--- config.mk ---
export PLATFORM = sky130hd
export DESIGN_NAME = fetch_unit
export DESIGN_NICKNAME = d
export VERILOG_FILES = /design/src/rtl/fetch_pkg.sv /design/src/rtl/fetch_fifo.sv /design/src/rtl/fetch_unit.sv
export SDC_FILE = /design/constraint.sdc
export NUM_CORES = 1
export LEC_CHECK = 0
export BUFFER_PORTS_ARGS = -buffer_cell sky130_fd_sc_hd__clkbuf_2
export CAP_MARGIN = 15
export CORE_MARGIN = 3
export CORE_UTILIZATION = 35
export DETAILED_ROUTE_END_ITERATION = 8
export PLACE_DENSITY = 0.52
export SLEW_MARGIN = 10
export SYNTH_ARGS = -nofsm -noshare
export SYNTH_HDL_FRONTEND = slang
export SYNTH_SLANG_ARGS = --single-unit
--- constraint.sdc ---
create_clock -name clk -period 5.5 [get_ports clk]
set_input_delay 0.275 -clock clk [delete_from_list [all_inputs] [get_ports clk]]
set_output_delay 0.275 -clock clk [all_outputs]
set_load 0.02 [all_outputs]
--- src/rtl/fetch_pkg.sv ---
// fetch_pkg: shared widths, ROM read latency and the in-flight fetch tag
package fetch_pkg;
  localparam int ADDR_SIZE   = 11;
  localparam int WORD_SIZE   = 9;
  localparam int ROM_LATENCY = 2;
  typedef struct packed {
    logic                 valid;
    logic [ADDR_SIZE-1:0] pc;
  } tag_t;
endpackage

--- src/rtl/fetch_fifo.sv ---
// fetch_fifo: instruction buffer of {pc, word} with synchronous flush
module fetch_fifo #(
  parameter int Width = 20,
  parameter int Depth = 4
) (
  input  logic                   clk,
  input  logic                   rst_n,
  input  logic                   flush,
  input  logic                   push,
  input  logic                   pop,
  input  logic [Width-1:0]       din,
  output logic [Width-1:0]       dout,
  output logic [$clog2(Depth):0] count,
  output logic                   empty,
  output logic                   full
);
  localparam int PW = $clog2(Depth);
  localparam int CW = PW + 1;
  logic [Width-1:0] mem [Depth];
  logic [PW-1:0]    wr_ptr, rd_ptr;
  always_ff @(posedge clk or negedge rst_n)
    if (!rst_n) begin
      wr_ptr <= '0;
      rd_ptr <= '0;
      count  <= '0;
    end else if (flush) begin
      wr_ptr <= '0;
      rd_ptr <= '0;
      count  <= '0;
    end else begin
      wr_ptr <= wr_ptr + PW'(push);
      rd_ptr <= rd_ptr + PW'(pop);
      count  <= count + CW'(push) - CW'(pop);
    end
  always_ff @(posedge clk)
    if (push && !flush) mem[wr_ptr] <= din;
  assign empty = count == '0;
  assign full  = count == CW'(Depth);
  // Empty head reads as zero so stale storage never shows on the outputs
  assign dout  = empty ? '0 : mem[rd_ptr];
endmodule

--- src/rtl/fetch_unit.sv ---
// fetch_unit: PC owner, ROM read tracking, instruction buffer and redirect flush
module fetch_unit
  import fetch_pkg::*;
#(
  parameter int AddrSize  = ADDR_SIZE,
  parameter int WordSize  = WORD_SIZE,
  parameter int FifoDepth = 4
) (
  input  logic                clk,
  input  logic                rst_n,
  output logic [AddrSize-1:0] rom_addr,
  output logic                rom_en,
  input  logic [WordSize-1:0] rom_do,
  output logic [WordSize-1:0] instr,
  output logic [AddrSize-1:0] instr_pc,
  output logic                instr_valid,
  input  logic                instr_ready,
  input  logic                redirect,
  input  logic [AddrSize-1:0] redirect_pc
);
  localparam int CW = $clog2(FifoDepth) + 1;
  localparam int IW = $clog2(ROM_LATENCY + 1);
  logic [AddrSize-1:0]          pc;
  tag_t                         tags [ROM_LATENCY];
  logic [IW-1:0]                inflight;
  logic [CW-1:0]                count;
  logic                         empty, full, push, pop;
  logic [AddrSize+WordSize-1:0] head;
  always_comb begin
    inflight = '0;
    for (int i = 0; i < ROM_LATENCY; i++) inflight = inflight + IW'(tags[i].valid);
  end
  // Credits count every buffered and in-flight word; same-cycle pops are not credited
  assign rom_en   = rst_n && !redirect && (int'(count) + int'(inflight) < FifoDepth);
  assign push     = tags[ROM_LATENCY-1].valid && !redirect;
  assign pop      = instr_valid && instr_ready && !redirect;
  assign rom_addr = pc;
  always_ff @(posedge clk or negedge rst_n)
    if (!rst_n) begin
      pc <= '0;
      for (int i = 0; i < ROM_LATENCY; i++) tags[i] <= '0;
    end else begin
      pc      <= redirect ? redirect_pc : rom_en ? pc + 1'b1 : pc;
      tags[0] <= redirect ? '0 : tag_t'{valid: rom_en, pc: ADDR_SIZE'(pc)};
      for (int i = 1; i < ROM_LATENCY; i++) tags[i] <= redirect ? '0 : tags[i-1];
    end
  fetch_fifo #(.Width(AddrSize + WordSize), .Depth(FifoDepth)) u_fifo (
    .clk   (clk),
    .rst_n (rst_n),
    .flush (redirect),
    .push  (push),
    .pop   (pop),
    .din   ({AddrSize'(tags[ROM_LATENCY-1].pc), rom_do}),
    .dout  (head),
    .count (count),
    .empty (empty),
    .full  (full)
  );
  assign instr_valid       = !empty;
  assign {instr_pc, instr} = head;
  no_overflow: assert property (@(posedge clk) disable iff (!rst_n) !(push && full));
endmodule

Word level (Yosys, flattened, before mapping):

Memory sizes are Yosys's and may differ from the RTL's.
Index checks and enable logic that the tools add are counted.

* memories kept: 1
* bits in writable memories: 80
* output and inout port bits: 33
* register bits after elaboration: 42

Memory list
* u_fifo.mem: words 4, width 20, rd ports 1, clocked after Yosys merged registers in 0, write ports 1, RTL line fetch_fifo.sv:19 `logic [Width-1:0] mem [Depth];`

* reduce and logical (&&, ||, !) cells: 10
* $lt $le $gt $ge: 1
* add/sub/neg operators: 7
* muxes and demuxes: 10

Operator list (number)
* 12-bit 2-to-1 mux: 2
* 11-bit 2-to-1 mux: 2
* 20-bit 2-to-1 mux: 1
* 11-bit by 1-bit adder with 11-bit output, second input constant: 1
* 1-bit logical AND: 6
* 2-bit by 1-bit adder with 2-bit output: 2
* 3-bit by 2-bit adder with 4-bit output: 1
* 4-bit by 3-bit less-than comparator with 1-bit output, second input constant: 1
* 2-bit 2-to-1 mux: 2
* 3-bit by 1-bit adder with 3-bit output: 1
* 3-bit logical NOT: 1
* 3-bit 2-to-1 mux: 1
* 3-bit by 1-bit subtractor with 3-bit output: 1
* 1-bit by 1-bit adder with 2-bit output: 1
* 1-bit logical NOT: 2
* 1-bit 2-to-1 mux: 2
* 2-bit nonzero test: 1

Logic depth before layout (Yosys ltp):

* depth in word-level cells: 6
* gate-level depth with buffers: 11
* depth with buffers taken out: 9

By module:

Synthesis repeated with hierarchy kept, for this count alone.

* cells, all modules: 290
* area, all modules: 4931.0 sq um

By module, submodules not included
* fetch_fifo: instances 1, sequential area each 2577.5 sq um, area each 3403.3 sq um, cells an instance 159
* fetch_unit: instances 1, sequential area each 875.8 sq um, area each 1527.7 sq um, cells an instance 131

Least setup slack after synthesis:

Ideal clock, no wire load.

* path kind: input -> register
* start: in redirect
* end: mem u_fifo.mem[0][0] (enable)
* arrival: 2.283 ns
* library setup time: 0.426 ns
* stages on the path: 3
* slack: 2.791 ns
* path buffers: 1
* data required time: 5.074 ns
* cells stage by stage: clkbuf_1 > nor2b_1 > nor3b_1

* longest elaborated chain between the ends: 5

Ends and longest elaborated chain
* start: declaration: RTL line fetch_unit.sv:18 `input logic redirect,`
* 1-bit logical NOT *: RTL line fetch_fifo.sv:36, fetch_unit.sv:35
* 1-bit logical AND: RTL line fetch_unit.sv:35 `assign push = tags[ROM_LATENCY-1].valid && !redirect;`
* 1-bit logical AND *: RTL line fetch_fifo.sv:36 `if (push && !flush) mem[wr_ptr] <= din;`
* 1-bit 2-to-1 mux *: RTL line fetch_fifo.sv:36
* 1-bit 2-to-1 mux (not written as such) *: RTL line fetch_fifo.sv:36
* end: declaration: RTL line fetch_fifo.sv:19

Every way passes the cells marked *; elsewhere a longest branch is shown, timed or not.

Worst setup path in the final report:

* start: reg u_fifo.count[0]
* end: out rom_en

* longest elaborated chain between the ends: 3

Ends and longest elaborated chain
* start: declaration: RTL line fetch_fifo.sv:13 `output logic [$clog2(Depth):0] count,`
* start signal: assignment: RTL line fetch_fifo.sv:33 `count <= count + CW'(push) - CW'(pop);`
* 3-bit by 2-bit adder with 4-bit output: RTL line fetch_unit.sv:34 `assign rom_en = rst_n && !redirect && (int'(count) + int'(inflight) < FifoDepth);`
* 4-bit by 3-bit less-than comparator with 1-bit output: RTL line fetch_unit.sv:34
* 1-bit logical AND: RTL line fetch_unit.sv:34
* end: declaration: RTL line fetch_unit.sv:12 `output logic rom_en,`

No other way between the ends.

==> flow_summary.json <==
{
  "p_per_area_nw_per_um2": 434,
  "nets": 394,
  "status": "complete, no violations",
  "pre_cts_ws_ns": 2.87,
  "finalCritPeriodShare": 0.493,
  "core_region_area_um2": 13500,
  "gr-total-overflow": 0,
  "antennaDiodeCount": 0,
  "cts_buffers": 17,
  "clock_sinks": 122,
  "first_pass_iters": 4,
  "rows": 42,
  "syn_area_um2": 4870,
  "synth_top_cells_by_area": "edfxtp_1 49%, dfrtp_1 22%, mux4_2 9.2%",
  "slowest_stage": "nor3b_4",
  "cp_max_fo": 14,
  "fin_ws_ns": 2.79,
  "fp.dieArea_um2": 15400,
  "clock_latency_ns": 0.40,
  "detail-route-antenna-nets": 0,
  "async_flop_share": 0.344,
  "drc": 0,
  "ir_drop_mv": 0.152,
  "die_h_um": 124,
  "cts_resized": 0,
  "grt_max_degree": 49,
  "r2r_slack_ns": 3.20,
  "p_total_mw": 2.62,
  "slew_headroom": 0.292,
  "drv_slew": 0,
  "yosys.cell_count.top_type": "edfxtp_1",
  "crit_family": "simple AND/OR/NAND/NOR gates",
  "grt_pass1_vias": 2726,
  "wire_per_inst_um": 15.5,
  "rsz0062_at_grt": "false",
  "placed_cell_area_um2": 5380,
  "setup_viol": 0,
  "dr.first_iter.drc_count": 186,
  "postLayoutCoreUtil": 0.448,
  "period_minus_slack_ns": 2.71,
  "syn2layout_area_growth_pct": 23.8,
  "yosysTopAreaCell": "edfxtp_1",
  "clockRootBuffer": "clkbuf_16",
  "synth_cell_types": 31,
  "critPathKind": "reg -> out",
  "final_area_um2": 6030,
  "arrival_ns": 2.44,
  "clkTransAtPathRegs_ns": 0.05,
  "ios": 57,
  "tightest_slew_ns": 1.06,
  "hold_class": "in -> reg",
  "start_util": 0.362,
  "finalHoldViolations": 0,
  "synth_edf_count": 80,
  "fmax_mhz": 369,
  "start_kind": "flop",
  "grt_pass1_wl_um": 14300,
  "finClkSkew_ns": 0.00590,
  "synth.avg_cell_area_um2": 16.7,
  "synth_commonest_cells": "80 x edfxtp_1, 55 x nor2b_1, 42 x dfrtp_1",
  "required_ns": 5.22,
  "ys_seq_elements": 122,
  "finalSetupTns_ns": 0,
  "io_buffers": 56,
  "dp_hpwl_um": 5330,
  "yosysWarnings": 0,
  "tritoncts": "yes",
  "crit_buf_inv": 1,
  "p_leak_nw": 2.32,
  "grt_antenna_before_repair": 0,
  "routed_wl_um": 8520,
  "vias_per_cell": 4.69,
  "drive_gt1_frac": 0.312,
  "h-tree-depth": 4,
  "clockBufferDepth": 2,
  "die_w_um": 124,
  "gp_congestion": 0.784,
  "synth_cells": 292,
  "drv_cap": 0,
  "synth_top_area_frac": 0.493,
  "worstPathCellList": "ha_1, a21oi_1, o31a_1, nor3b_4, nor2b_1, clkbuf_2",
  "synth_top_flop_cell": "edfxtp_1",
  "synth_nets": 324,
  "endpoint_kind": "output pin",
  "max_stage_delay_ns": 0.55,
  "vias": 2582,
  "grt_usage": 0.125,
  "seq_area_frac_synth": 0.709
}
==> tightest hold or removal path: stages <==
cell,delay [ns]
clkbuf_2,0.07
nand2_1,0.04
nand2_1,0.04
==> cells in the final DEF (no fill, tap or decap), types with 4 or more instances in the layout <==
cell type and n:
edfxtp_1 80, clkbuf_2 56, nor2b_1 55, dfrtp_1 42, mux4_2 20, clkbuf_16 17
nand2_1 10, nor2_1 9, xnor2_1 7, ha_1 7, inv_1 6, nor3_1 6
buf_4 6, bufinv_16 5, and3_1 4, o21ai_0 4, and4_1 4, clkinv_1 4
==> final cells by class <==
type	count	area, um2
Timing Repair Buffer	64	350
Tap cell	176	220
Sequential cell	122	3450
Clock inverter	14	203
Clock buffer	18	429
Inverter	6	22.5
Multi-Input combinational cell	151	1350
Fill cell	1211	7420
==> metal layers <==
layer,GRT usage,vias to the layer above,share of wire,routed length (um)
met5,0,-,0,0
met4,0.0431,0,0.012,98
met3,0.0459,9,0.047,398
met2,0.195,55,0.47,3970
met1,0.163,1286,0.48,4050
li1,-,1232,-,-
==> worst paths after layout <==
check | from | endpoint | depth (start not counted)
setup / recovery | u_fifo.count[0] | rom_en | 6
min in group asynchronous | rst_n | rom_addr[9] | 3
max in group asynchronous | rst_n | tags[16] | 3
hold / removal | redirect_pc[1] | rom_addr[1] | 3
setup reg to reg | u_fifo.count[1] | u_fifo.count[2] | 10
hold reg to reg | tags[12] | tags[0] | 1
==> timing repair <==
item	CTS	global route
hold buffers	1	0
endpoints found under the hold margin	42	0
buffers inserted	0	0
==> cell families (layout without fill, tap and decap cells) <==
group                    after synthesis  after routing  share of synthesized area
AO/OA/AOI/OAI                         14             14                     0.0229
adder cells (fa/ha/maj)                8              8                     0.0221
buffers and inverters                 19            102                     0.0167
XOR/XNOR                               7              7                     0.0126
AND/OR/NAND/NOR                      101            101                      0.123
multiplexers                          21             21                     0.0945
flip-flops                           122            122                      0.709
==> metrics by stage <==
stage	instances	hold slack, ns
floorplan	292	-0.0206
CTS	550	0.0515
global placement	517	0.401
global route	551	0.0654
detailed placement	517	0.403
finish	551	0.0664
==> sequential cells by signal, summed over array words and instances, names as in the netlist <==
register       cells
rom_addr          11
tags              24
u_fifo.count       3
u_fifo.mem        80
u_fifo.rd_ptr      2
u_fifo.wr_ptr      2
==> power by group <==
part | switching, mW | internal [mW] | total, mW
Combinational | 0.235 | 0.159 | 0.394
Sequential | 0.0345 | 1.02 | 1.05
Clock | 0.372 | 0.797 | 1.17
Power figures use the tool's default switching activity.
